**src/rtl/parity_frame_arbiter.sv**
```systemverilog
// rtl/parity_frame_arbiter.sv - round-robin arbiter sharing one serial parity engine between two ports
module parity_frame_arbiter #(
    parameter int WIDTH = 8
) (
    input  logic             clk,
    input  logic             reset,
    input  logic             req0,
    input  logic [WIDTH-1:0] data0,
    input  logic             req1,
    input  logic [WIDTH-1:0] data1,
    output logic             ack0,
    output logic             ack1,
    output logic             busy,
    output logic             ser_valid,
    output logic             ser_x,
    output logic             parity_valid,
    output logic             parity_out,
    output logic             result_id
);

    localparam int CW = $clog2(WIDTH);
    localparam logic [CW-1:0] LAST_BIT = CW'(WIDTH - 1);

    typedef enum logic [1:0] {
        ST_IDLE,
        ST_SHIFT,
        ST_DONE
    } state_t;

    state_t           r_state;
    state_t           w_next;
    logic [WIDTH-1:0] r_shreg;
    logic [CW-1:0]    r_cnt;
    logic             r_acc;
    logic             r_cur_id;
    logic             r_last_id;
    logic             r_ack0;
    logic             r_ack1;
    logic             w_grant;
    logic             w_grant_id;

    always_ff @(posedge clk or posedge reset) begin
        if (reset) begin
            r_state <= ST_IDLE;
        end else begin
            r_state <= w_next;
        end
    end

    // On a tie the port that was not served last wins.
    always_comb begin
        w_next     = r_state;
        w_grant    = 1'b0;
        w_grant_id = 1'b0;
        case (r_state)
            ST_IDLE: begin
                if (req0 && req1) begin
                    w_grant    = 1'b1;
                    w_grant_id = ~r_last_id;
                    w_next     = ST_SHIFT;
                end else if (req0) begin
                    w_grant    = 1'b1;
                    w_grant_id = 1'b0;
                    w_next     = ST_SHIFT;
                end else if (req1) begin
                    w_grant    = 1'b1;
                    w_grant_id = 1'b1;
                    w_next     = ST_SHIFT;
                end
            end
            ST_SHIFT: begin
                if (r_cnt == LAST_BIT) begin
                    w_next = ST_DONE;
                end
            end
            ST_DONE: begin
                w_next = ST_IDLE;
            end
            default: begin
                w_next = ST_IDLE;
            end
        endcase
    end

    always_ff @(posedge clk or posedge reset) begin
        if (reset) begin
            r_shreg   <= '0;
            r_cnt     <= '0;
            r_acc     <= 1'b0;
            r_cur_id  <= 1'b0;
            r_last_id <= 1'b1;
            r_ack0    <= 1'b0;
            r_ack1    <= 1'b0;
        end else begin
            r_ack0 <= w_grant && !w_grant_id;
            r_ack1 <= w_grant && w_grant_id;
            if (w_grant) begin
                r_shreg  <= w_grant_id ? data1 : data0;
                r_cur_id <= w_grant_id;
                r_cnt    <= '0;
                r_acc    <= 1'b0;
            end else if (r_state == ST_SHIFT) begin
                r_acc   <= r_acc ^ r_shreg[WIDTH-1];
                r_shreg <= r_shreg << 1;
                r_cnt   <= r_cnt + 1'b1;
            end else if (r_state == ST_DONE) begin
                r_last_id <= r_cur_id;
            end
        end
    end

    assign ack0         = r_ack0;
    assign ack1         = r_ack1;
    assign busy         = (r_state != ST_IDLE);
    assign ser_valid    = (r_state == ST_SHIFT);
    assign ser_x        = (r_state == ST_SHIFT) && r_shreg[WIDTH-1];
    assign parity_valid = (r_state == ST_DONE);
    assign parity_out   = (r_state == ST_DONE) && r_acc;
    assign result_id    = (r_state == ST_DONE) && r_cur_id;

endmodule

```
**config.mk**
```make
export PLATFORM = sky130hd
export DESIGN_NAME = parity_frame_arbiter
export DESIGN_NICKNAME = d
export VERILOG_FILES = /design/src/rtl/parity_frame_arbiter.sv
export SDC_FILE = /design/constraint.sdc
export NUM_CORES = 1
export LEC_CHECK = 0
export CAP_MARGIN = 5
export CORE_ASPECT_RATIO = 0.6
export CORE_UTILIZATION = 35
export CTS_BUF_LIST = sky130_fd_sc_hd__clkbuf_8
export CTS_CLUSTER_DIAMETER = 50
export DETAILED_ROUTE_END_ITERATION = 10
export PLACE_DENSITY = 0.59
export SLEW_MARGIN = 10
export SYNTH_ARGS = -nofsm -noshare
export SYNTH_HDL_FRONTEND = slang
export SYNTH_SLANG_ARGS = --single-unit
```
**constraint.sdc**
```tcl
create_clock -name clk -period 2.7 [get_ports clk]
set_clock_uncertainty 0.05 [all_clocks]
set_input_delay 0.54 -clock clk [delete_from_list [all_inputs] [get_ports clk]]
set_output_delay 0.54 -clock clk [all_outputs]
set_load 0.05 [all_outputs]
```
# After elaboration in Yosys (flattened, before gate mapping)
# Index checks and enable logic that the tools add are counted.
# Widths: inputs -> output; s select.
dict set report totals {
  inputBits 20
  reg_bits 18
}
dict set report op_classes {
  n_eq_ne 5
  bitwise 4
  addsub 1
  mux 19
  reduce_logical 12
}
# op count
set op_table {}
lappend op_table {{$mux 8} 3}
lappend op_table {{$mux 1} 9}
lappend op_table {{$mux 2} 4}
lappend op_table {{$logic_and 1x1->1} 6}
lappend op_table {{$mux 3} 2}
lappend op_table {{$ne 4x4->1 const B} 1}
lappend op_table {{$pmux 2 s2} 1}
lappend op_table {{$reduce_bool 2->1} 2}
lappend op_table {{$add 3x1->3 const B} 1}
lappend op_table {{$eq 3x3->1 const B} 1}
lappend op_table {{$not 1->1} 3}
lappend op_table {{$reduce_and 3->1} 1}
lappend op_table {{$eq 2x1->1 const B} 1}
lappend op_table {{$eq 2x2->1 const B} 1}
lappend op_table {{$logic_not 2->1} 1}
lappend op_table {{$ne 2x1->1 const B} 1}
lappend op_table {{$reduce_and 2->1} 1}
lappend op_table {{$logic_not 1->1} 1}
lappend op_table {{$xor 1x1->1} 1}

# Logic depth before layout (Yosys ltp)
# Gate-level depths: netlist of the first run.
dict set report depth {
  depth_word 6
  depth_mapped 6
  mapped_depth_nobuf 3
}

# Worst setup path before layout of the first run
# Ideal clock, no wire load.
dict set report synth_path {
  path_type {reg2out}
  start {reg r_state[1]}
  end {out parity_out}
  path_buffers 0
  setup_slack_ns 0.245
  stages_incl_launch_ff 4
  arrival_ns 1.865
  required_time_ns 2.110
  cell_sequence {dfrtp_1 -> clkinv_1 -> nor2_1 -> and2_1}
}
dict set report synth_between {
  elab_chain_len 2
}
# element line
set synth_lines {}
lappend synth_lines {{start: declaration} 30} ;# state_t r_state;
lappend synth_lines {{start signal: assignment} 46} ;# r_state <= w_next;
lappend synth_lines {{$eq 2x2->1} -}
lappend synth_lines {{via parity_valid} 16} ;# output logic parity_valid,
lappend synth_lines {{$logic_and 1x1->1} 118} ;# assign parity_out = (r_state == ST_DONE) && r_acc;
lappend synth_lines {{end: declaration} 17} ;# output logic parity_out,
# The timed path passes the listed nets, and every way through them passes these cells.

# Worst setup path after layout of the first run
dict set report layout_path {
  start {reg r_state[1]}
  end {out parity_valid}
}
dict set report layout_between {
  elab_chain_len 1
}
# element line
set layout_lines {}
lappend layout_lines {{$eq 2x2->1} 117} ;# assign parity_valid = (r_state == ST_DONE);
lappend layout_lines {{end: declaration} 16}
# Every way passes these cells.

==> metrics.md, run 1 <==
| Metric | Value |
|---|---|
| Status | complete, no violations |
| DRT iter0 DRCs | 29 |
| Max Buffers Root-to-Sink | 2 |
| Die area | 2800 sq um |
| Post-route DRC | 0 |
| Synth Cell Area | 905 sq um |
| Final min period | 2.23 ns |
| Cts bufs inserted | 3 |
| Final setup TNS | 0 ns |
| WL final | 2270 um |
| Ys async rst share | 100% |
| PD cells | 1100 nW/um^2 |
| First-pass GRT wire length | 3540 um |
| Unrepaired setup endpoints after global routing | no |
| Die width | 67.6 um |
| GR Overflow Total | 0 |
| Type of the worst setup path | reg2out |
| Setup Viol. Count Final | 0 |
| Crit share post-route | 82.5% |
| Slew HR | 53.6% |
| Post-Route Utilization | 53.7% |
| Adder-cell share of the synthesized area | 2.77% |
| Post-Syn Area per Cell | 10.6 sq um |
| CP max FO | 10 |
| Final hold vios | 0 |
| Vias in the first global route | 709 |
| Layout Nets | 135 |
| Die height | 41.4 um |
| Final instance area | 1230 sq um |
| Port bufs | 27 |
| Initial antenna violation count | 0 |
| Post-synth EDFFs | 0 |
| Crit path capture type | output pin |
| Compound-Gate Fraction of Synth Area | 21.9% |
| Rows | 13 |
| Lkg Pwr | 0.543 nW |
| Worst Hold Class | reg2reg |
| Via/cell ratio | 5.65 |
| Post-CTS Hold Buffers | 0 |
| Synth warn | 0 |
| Tot GR Track Use | 18.7% |
| Initial DRT Pass Iterations | 4 |
| Max Cap Viol | 0 |
| Worst Path Arrival | 1.64 ns |
| Post-DP HPWL | 1640 um |
| # diodes | 0 |
| Most used DFF post-synth | dfrtp_1 |
| Layout cells sized above 1 | 15.2% |
| Core ar. | 2290 sq um |
| Largest net degree at the start of global routing | 19 |
| Clock latency on the worst-skew pair | 0.25 ns |
| Clk root buf | clkbuf_8 |
| Layout area overhead | 36.1% |
| I/O Pins | 28 |
| Post-Syn Instances | 85 |
| Sequential-to-total area share from yosys stat | 49.9% |
| Peak supply drop | 0.546 mV |
| Yosys cell types | 25 |
| Largest family of logic cells by synthesized area | compound AO/OA/AOI/OAI gates |
| Required @ worst endpoint | 2.11 ns |
| Final Slew Violations | 0 |
| Synthesized net count | 107 |
| Simple-Gate Fraction of Synth Area | 16.3% |
| H-tree depth | 1 |
| Post-route ant nets | 0 |
| CTS tree | built |
| Overall Power | 1.35 mW |
| RePlAce Congestion | 0.780 |
| Vias after detailed routing | 803 |
| F_max | 449 MHz |
| Placed inst area | 1170 sq um |
| Flops & latches, synth | 18 |
| Synth Area in XOR/XNOR | 0% |
| Post-synthesis mux area share | 2.49% |
| Initial Util | 39.4% |
| Critical path startpoint category | flip-flop |
| Clk slew on worst S/H paths | 0.07 ns |
| WL per Instance | 16.0 um |
| Worst Tran Pin Value | 0.696 ns |
| Clock sinks | 18 |
## cells in the mapped netlist, types with 3 or more instances
cell type | number | area share, %
clkbuf_1 | 4 | 1.7
a32oi_1 | 6 | 5.8
buf_6 | 3 | 3.7
and2_1 | 5 | 3.5
nor2_1 | 3 | 1.2
a21oi_1 | 10 | 5.5
nand4_1 | 7 | 4.8
dfrtp_1 | 17 | 47
a31oi_1 | 7 | 4.8
## worst paths after layout
| kind | startpoint | end | slack (ns) | cells after the start |
|---|---|---|---|---|
| worst max-delay path | r_state[1] | parity_valid | 0.47 | 3 |
| worst min-delay path | r_acc | r_acc | 0.42 | 1 |
| worst max register to register | r_state[0] | r_shreg[3] | 1.08 | 4 |
| worst min register to register | r_acc | r_acc | 0.42 | 1 |
| max in group asynchronous | reset | r_state[0] | 1.51 | 2 |
| min in group asynchronous | reset | r_shreg[2] | 0.65 | 2 |
## state kept, by name, summed over array words and instances (netlist names)
signal     count
r_acc          1
r_cnt          3
r_cur_id       1
ack1           1
ack0           1
r_last_id      1
r_shreg        8
r_state        2
## cell families after synthesis
kind of cell	after synthesis
compound gates	28
simple gates	25
flops	18
buf+inv	10
mux	2
fa+ha+maj	2
## placed cells by master (no fill, tap or decap), types with 3 or more instances in the layout
master | synthesis | layout
clkbuf_8 | 0 | 4
and2_1 | 5 | 5
nor2_1 | 3 | 3
a21oi_1 | 10 | 10
clkdlybuf4s50_1 | 0 | 21
buf_4 | 0 | 8
dfrtp_1 | 17 | 17
a31oi_1 | 7 | 7
nand4_1 | 7 | 7
a32oi_1 | 6 | 6
## metrics by stage
| stage | std cells | worst slack, ns | hold slack (ns) |
|---|---|---|---|
| finish | 142 | 0.472 | 0.424 |
| global route | 142 | 0.321 | 0.483 |
| CTS | 142 | 0.0658 | 0.423 |
| detailed placement | 138 | 0.356 | 0.413 |
| global placement | 138 | 0.420 | 0.413 |
| floorplan | 85 | 0.245 | 0.392 |
## layer usage
metal	track usage (%)	routed length [um]	part of all wire, %	up-vias
met5	0	0	0	-
met4	7.98	22	0.97	0
met2	29.2	1010	44	38
met1	24.9	1050	46	380
li1	-	-	-	381
met3	4.89	183	8.1	4
## timing repair
action,CTS,global route
gates resized for setup,0,1
endpoints found under the setup margin,0,1
setup buffers,0,0
## critical path, stage by stage (launching register included)
cell,delay (ns)
dfrtp_1,0.37
clkinv_1,0.25
nor2_1,0.30
dlymetal6s2s_1,0.46
## power by group
part	internal [mW]	switching [mW]	leakage (nW)
clock	0.130	0.0933	0.0288
sequential	0.391	0.0715	0.222
combinational	0.275	0.389	0.292
total	0.795	0.554	0.543
## area by class of cell
type                    instances  area, sq um
flip-flops and latches         18          452
fillers                       187         1060
multi-input cells              57          393
clock buffers                   4         55.1
well taps                      30         37.5
inverters                       3         11.3
repair buffers                 30          283
(Power assumes the default switching activity.)
==> run 2, diff against run 1 <==
--- a/config.mk
+++ b/config.mk
@@ -11,7 +11,7 @@
 export CTS_BUF_LIST = sky130_fd_sc_hd__clkbuf_8
 export CTS_CLUSTER_DIAMETER = 50
 export DETAILED_ROUTE_END_ITERATION = 10
-export PLACE_DENSITY = 0.59
+export PLACE_DENSITY = 0.61
 export SLEW_MARGIN = 10
 export SYNTH_ARGS = -nofsm -noshare
 export SYNTH_HDL_FRONTEND = slang
==> constraint.sdc (replaced) <==
create_clock -name clk -period 1.9 [get_ports clk]
set_clock_uncertainty 0.05 [all_clocks]
set_input_delay 0.38 -clock clk [delete_from_list [all_inputs] [get_ports clk]]
set_output_delay 0.38 -clock clk [all_outputs]
set_load 0.05 [all_outputs]
==> run 2 against run 1 <==
Compared with the run above: critical path depth is the same; largest cell class unchanged; flip-flop and latch count stayed put; global-route usage decreased by 0.058 points; core utilization increased by 4.1 points; critical endpoint is now parity_out; die area unchanged; sequential power rose by 51%; combinational power grew 55%; sequential share of layout area down 2.5 points; first-iteration DRC count rose by 21%; routed wire length grew 0.35%; final cell count grew 3.5%; critical path type unchanged.
==> metrics.md, run 2 (same netlist as run 1, synthesis figures left out) <==
| Metric | Value |
|---|---|
| Top flop regs | r_shreg x8, r_cnt x3, r_state x2 (unchanged) |
| Required @ worst endpoint | 1.47 ns (was 2.11 ns) |
| Largest register FFs | 8 (unchanged) |
| Final hold vios | 0 (unchanged) |
| Post-route DRC | 0 (unchanged) |
| Worst Path Arrival | 1.35 ns (was 1.64 ns) |
| Post-route ant nets | 0 (unchanged) |
| Placed insts | 143 (was 138) |
| Core ar. | 2290 sq um (unchanged) |
| Clock sinks | 18 (unchanged) |
| Worst Tran Pin Value | 0.283 ns (was 0.696 ns) |
| Largest delay share family, worst path | flip-flops (was buffers and inverters) |
| Via/cell ratio | 5.63 (was 5.65) |
| WL per Instance | 15.5 um (was 16.0 um) |
| Clk root buf | clkbuf_8 (unchanged) |
| Crit path capture type | output pin (unchanged) |
| Max Cap Viol | 0 (unchanged) |
| Max Buffers Root-to-Sink | 2 (unchanged) |
| CP max FO | 14 (was 10) |
| Layout area overhead | 46.5% (was 36.1%) |
| Most common cell after layout, fill and taps aside | clkdlybuf4s50_1 (unchanged) |
| Peak supply drop | 0.492 mV (was 0.546 mV) |
| Vias in the first global route | 756 (was 709) |
| Layout cells sized above 1 | 23.1% (was 15.2%) |
| Buffer and inverter count on the worst path | 1 (was 2) |
| Slew HR | 81.1% (was 53.6%) |
| Critical path startpoint category | flip-flop (unchanged) |
| First-pass GRT wire length | 3560 um (was 3540 um) |
| Reg with most FFs | r_shreg (unchanged) |
| Port bufs | 27 (unchanged) |
| Reg-to-reg critical path startpoint | r_state[0] (unchanged) |
| Final min period | 1.78 ns |
| Initial antenna violation count | 0 (unchanged) |
| Initial DRT Pass Iterations | 4 (unchanged) |
| Rows | 13 (unchanged) |
| Post-CTS Setup Repair Bufs | 0 (unchanged) |
| Setup Viol. Count Final | 0 (unchanged) |
| WP depth | 3 (unchanged) |
| F_max | 561 MHz |
| Initial Util | 39.4% (unchanged) |
| WL final | 2280 um (was 2270 um) |
| Fillers | 199 (was 187) |
| Die height | 41.4 um (unchanged) |
| DRT iter0 DRCs | 35 (was 29) |
| Final setup TNS | 0 ns (unchanged) |
| Status | complete, no violations (unchanged) |
| Post-DP HPWL | 1750 um (was 1640 um) |
| Slowest Stage Delay on Critical Path | 0.51 ns (was 0.46 ns) |
| Crit share post-route | 93.8% |
| Critical path origin | r_state[0] (was r_state[1]) |
| Largest net degree at the start of global routing | 19 (unchanged) |
| GR Overflow Total | 0 (unchanged) |
| PD cells | 1540 nW/um^2 (was 1100 nW/um^2) |
| Die area | 2800 sq um (unchanged) |
| I/O Pins | 28 (unchanged) |
| Cts bufs inserted | 3 (unchanged) |
| Worst Hold Class | in2async (was reg2reg) |
| RePlAce Congestion | 0.769 (was 0.780) |
| Worst reg2reg path depth | 4 (unchanged) |
| Vias after detailed routing | 828 (was 803) |
| H-tree depth | 1 (unchanged) |
| Clock latency on the worst-skew pair | 0.26 ns (was 0.25 ns) |
| Layout Nets | 140 (was 135) |
| CTS tree | built (unchanged) |
| # diodes | 0 (unchanged) |
| CP max stage cell | dfrtp_2 (was dlymetal6s2s_1) |
| Hold WS | 0.382 ns (was 0.424 ns) |
| Unrepaired setup endpoints after global routing | no (unchanged) |
| Critical Path, Cell by Cell | nor2_2 -> and2_1 -> buf_12 (was clkinv_1 -> nor2_1 -> dlymetal6s2s_1) |
| Clk slew on worst S/H paths | 0.07 ns (about the same) |
| Lkg Pwr | 0.570 nW (was 0.543 nW) |
| Type of the worst setup path | reg2out (unchanged) |
| Final Slew Violations | 0 (unchanged) |
| Post-Layout Cell Count | 147 (was 142) |
| Tot GR Track Use | 18.6% (was 18.7%) |
| Commonest cells after routing, fill and taps aside | clkdlybuf4s50_1 (19), dfrtp_1 (16), buf_4 (11), a21oi_1 (10) (was clkdlybuf4s50_1 (21), dfrtp_1 (17), a21oi_1 (10), buf_4 (8)) |
| Die width | 67.6 um (unchanged) |
## run 2: worst min-delay path, delay by kind of cell
family   cells  cell delay [ns]
buf+inv      3             0.68
## run 2: metal layers
metal	wire [um]	global-route usage [%]
met4	23	7.98
met3	203	6.52
met1	1060	23.2
met2	989	30.0
met5	0	0
## run 2: path summary, 6_finish.rpt
check / endpoint / slack, ns
min in group clk: r_acc / 0.46
hold / removal: r_cnt[2] / 0.38
max in group asynchronous: r_last_id / 1.16
setup / recovery: parity_out / 0.12
setup reg to reg: r_shreg[4] / 0.33
hold reg to reg: r_acc / 0.46
## run 2: timing repair
item | 4_1_cts | 5_1_grt
hold buffers | 0 | 0
resized for setup | 0 | 1
setup endpoints to repair | 0 | 4
## run 2: through the flow
| stage | instance area [sq um] | worst slack (ns) | power, mW | util, % |
|---|---|---|---|---|
| 4_1_cts | 1320 | 0.0292 | 2.04 | 57.7 |
| 2_1_floorplan | 908 | -0.133 | 1.34 | - |
| 3_3_place_gp | 1270 | 0.0247 | 1.70 | 55.3 |
| 3_5_place_dp | 1270 | -0.0654 | 1.73 | 55.3 |
| 6_report | 1330 | 0.118 | 2.04 | 57.8 |
| 5_1_grt | 1330 | 0.0433 | 2.17 | 57.8 |
## run 2: final cells by class
cell class	instances	area (sq um)	area share, %
clock buffer	4	55.1	4.15
inverter	3	11.3	0.850
timing repair buffer	35	373	28.1
tap	30	37.5	2.83
sequential	18	453	34.2
multi-input combinational	57	395	29.8
## run 2: report_power, final
group	total (mW)	switching [mW]	internal, mW
clock	0.314	0.130	0.184
combinational	1.03	0.537	0.488
sequential	0.698	0.140	0.558
total	2.04	0.807	1.23
==> run 3, diff against run 2 <==
--- a/config.mk
+++ b/config.mk
@@ -11,7 +11,7 @@
 export CTS_BUF_LIST = sky130_fd_sc_hd__clkbuf_8
 export CTS_CLUSTER_DIAMETER = 50
 export DETAILED_ROUTE_END_ITERATION = 10
-export PLACE_DENSITY = 0.61
+export PLACE_DENSITY = 0.59
 export SLEW_MARGIN = 10
 export SYNTH_ARGS = -nofsm -noshare
 export SYNTH_HDL_FRONTEND = slang
==> constraint.sdc (replaced) <==
create_clock -name clk -period 1.7 [get_ports clk]
set_clock_uncertainty 0.05 [all_clocks]
set_input_delay 0.34 -clock clk [delete_from_list [all_inputs] [get_ports clk]]
set_output_delay 0.34 -clock clk [all_outputs]
set_load 0.05 [all_outputs]
==> run 3 against run 2 <==
Compared with the run above: sequential power up 10%; power up 15%; design area up 3.1%; critical path depth unchanged; worst setup slack worse by 0.063 ns; via count up 2.9%; first-iteration DRC count up 57%; register-to-register slack worse by 0.12 ns; core utilization up 1.8 points; highest routed layer unchanged; combinational power up 19%; global-route usage up 1.3 points; largest power group unchanged.
==> metrics.md, run 3 (same netlist as run 1, synthesis figures left out) <==
| Metric | Value |
|---|---|
| Critical Path, Cell by Cell | nor2b_1 -> and2_2 -> buf_12 (was nor2_2 -> and2_1 -> buf_12) |
| Die height | 41.4 um (unchanged) |
| RePlAce Congestion | 0.858 (was 0.769) |
| Final min period | 1.64 ns |
| I/O Pins | 28 (unchanged) |
| Die area | 2800 sq um (unchanged) |
| WL per Instance | 15.4 um (was 15.5 um) |
| Required @ worst endpoint | 1.31 ns (was 1.47 ns) |
| Layout cells sized above 1 | 28.9% (was 23.1%) |
| Reg area | 453 sq um (unchanged) |
| Status | complete, no violations (unchanged) |
| Layout area overhead | 51.0% (was 46.5%) |
| Clock sinks | 18 (unchanged) |
| Post-route DRC | 0 (unchanged) |
| First-pass GRT wire length | 3790 um (was 3560 um) |
| Tot GR Track Use | 19.9% (was 18.6%) |
| Top flop regs | r_shreg x8, r_cnt x3, r_state x2 (unchanged) |
| Worst Hold Class | in2async (unchanged) |
| Rows | 13 (unchanged) |
| PD cells | 1720 nW/um^2 (was 1540 nW/um^2) |
| # diodes | 0 (unchanged) |
| Die width | 67.6 um (unchanged) |
| Slew HR | 84.3% (was 81.1%) |
| Final hold vios | 0 (unchanged) |
| Cts bufs inserted | 3 (unchanged) |
| CP max stage cell | dfrtp_2 (unchanged) |
| CP max FO | 8 (was 14) |
| Reg with most FFs | r_shreg (unchanged) |
| Overall Power | 2.34 mW (was 2.04 mW) |
| Initial antenna violation count | 0 (unchanged) |
| Fillers | 181 (was 199) |
| Lkg Pwr | 0.592 nW (was 0.570 nW) |
| Post-route ant nets | 0 (unchanged) |
| Area of the multi-input gates | 407 sq um (was 395 sq um) |
| Worst Tran Pin Value | 0.235 ns (was 0.283 ns) |
| Largest register FFs | 8 (unchanged) |
| H-tree depth | 1 (unchanged) |
| DRT iter0 DRCs | 55 (was 35) |
| F_max | 608 MHz |
| Final Slew Violations | 0 (unchanged) |
| Worst Path Arrival | 1.25 ns (was 1.35 ns) |
| Critical path startpoint category | flip-flop (unchanged) |
| Largest net degree at the start of global routing | 19 (unchanged) |
| Worst setup margin | 0.0552 ns (was 0.118 ns) |
| Port bufs | 27 (unchanged) |
| Type of the worst setup path | reg2out (unchanged) |
| Commonest cells after routing, fill and taps aside | clkdlybuf4s50_1 (19), dfrtp_1 (16), buf_4 (15), a21oi_1 (10) (was clkdlybuf4s50_1 (19), dfrtp_1 (16), buf_4 (11), a21oi_1 (10)) |
| GR Overflow Total | 0 (unchanged) |
| Clk slew on worst S/H paths | 0.07 ns (about the same) |
| Clk root buf | clkbuf_8 (unchanged) |
| Peak supply drop | 0.624 mV (was 0.492 mV) |
| Vias in the first global route | 765 (was 756) |
| Initial Util | 39.4% (unchanged) |
| CTS tree | built (unchanged) |
| Layout Nets | 144 (was 140) |
| Slowest Stage Delay on Critical Path | 0.48 ns (was 0.51 ns) |
| Crit path capture type | output pin (unchanged) |
| Clock latency on the worst-skew pair | 0.25 ns (was 0.26 ns) |
| Worst slack, placed | -0.142 ns (was -0.0654 ns) |
| Max Cap Viol | 0 (unchanged) |
| Core ar. | 2290 sq um (unchanged) |
| Max Buffers Root-to-Sink | 2 (unchanged) |
| Unrepaired setup endpoints after global routing | yes (was no) |
| Crit share post-route | 96.8% |
| Via/cell ratio | 5.64 (was 5.63) |
| Vias after detailed routing | 852 (was 828) |
| Most common cell after layout, fill and taps aside | clkdlybuf4s50_1 (unchanged) |
| WL final | 2330 um (was 2280 um) |
| Initial DRT Pass Iterations | 4 (unchanged) |
| Setup Viol. Count Final | 0 (unchanged) |
| Post-DP HPWL | 1710 um (was 1750 um) |
==> run 3: cell count changes in the layout (fill, tap and decap cells not counted), sizes merged <==
cell  before  now
buf       16   20
==> run 3: path summary, 6_finish.rpt <==
path,start,endpoint,slack [ns],cells past startpoint
hold reg to reg,r_acc,r_acc,0.45,1
min in group clk,r_acc,r_acc,0.45,1
setup / recovery,r_state[0],ser_x,0.06,3
setup reg to reg,r_state[0],r_shreg[5],0.21,4
max in group asynchronous,reset,r_last_id,1.00,3
hold / removal,reset,r_cnt[1],0.34,3
==> run 3: repair_timing <==
item / 4_1_cts / 5_1_grt
endpoints found under the setup margin: 0 / 5
hold buffers: 0 / 0
resized for setup: 0 / 2
setup buffers: 0 / 1
==> run 3: power breakdown <==
| part | internal (mW) | switching (mW) |
|---|---|---|
| Clock | 0.206 | 0.145 |
| Sequential | 0.624 | 0.144 |
| Combinational | 0.578 | 0.648 |
| Total | 1.41 | 0.937 |
==> run 3: final cells by class <==
| class | instances | area share [%] |
|---|---|---|
| multi-input combinational | 57 | 29.8 |
| timing repair buffer | 39 | 29.5 |
| tap | 30 | 2.75 |
| clock buffer | 4 | 4.03 |
| sequential | 18 | 33.2 |
| inverter | 3 | 0.824 |
==> run 3: per-layer routing <==
layer | vias up | routed length [um] | GRT usage [%]
met3 | 2 | 186 | 6.79
li1 | 398 | - | -
met4 | 0 | 8 | 4.26
met5 | - | 0 | 0
met2 | 35 | 977 | 29.7
met1 | 417 | 1160 | 27.7
==> run 3: worst max-delay path, delay by kind of cell (launching register included) <==
| family | cells | cell delay (ns) |
|---|---|---|
| AND/OR/NAND/NOR | 2 | 0.37 |
| flip-flops | 1 | 0.48 |
| buffers and inverters | 1 | 0.15 |
==> run 3: metrics by stage <==
stage / util [%] / hold slack (ns) / std cells / instance area, sq um / setup TNS [ns]
final: 59.6 / 0.345 / 151 / 1370 / 0
after global routing: 59.6 / 0.399 / 151 / 1370 / 0
after CTS: 59.1 / 0.354 / 150 / 1360 / 0
after detailed placement: 56.7 / 0.433 / 146 / 1300 / -1.01
after global placement: 56.7 / 0.437 / 146 / 1300 / -0.778
after floorplan: - / 0.228 / 85 / 917 / 0
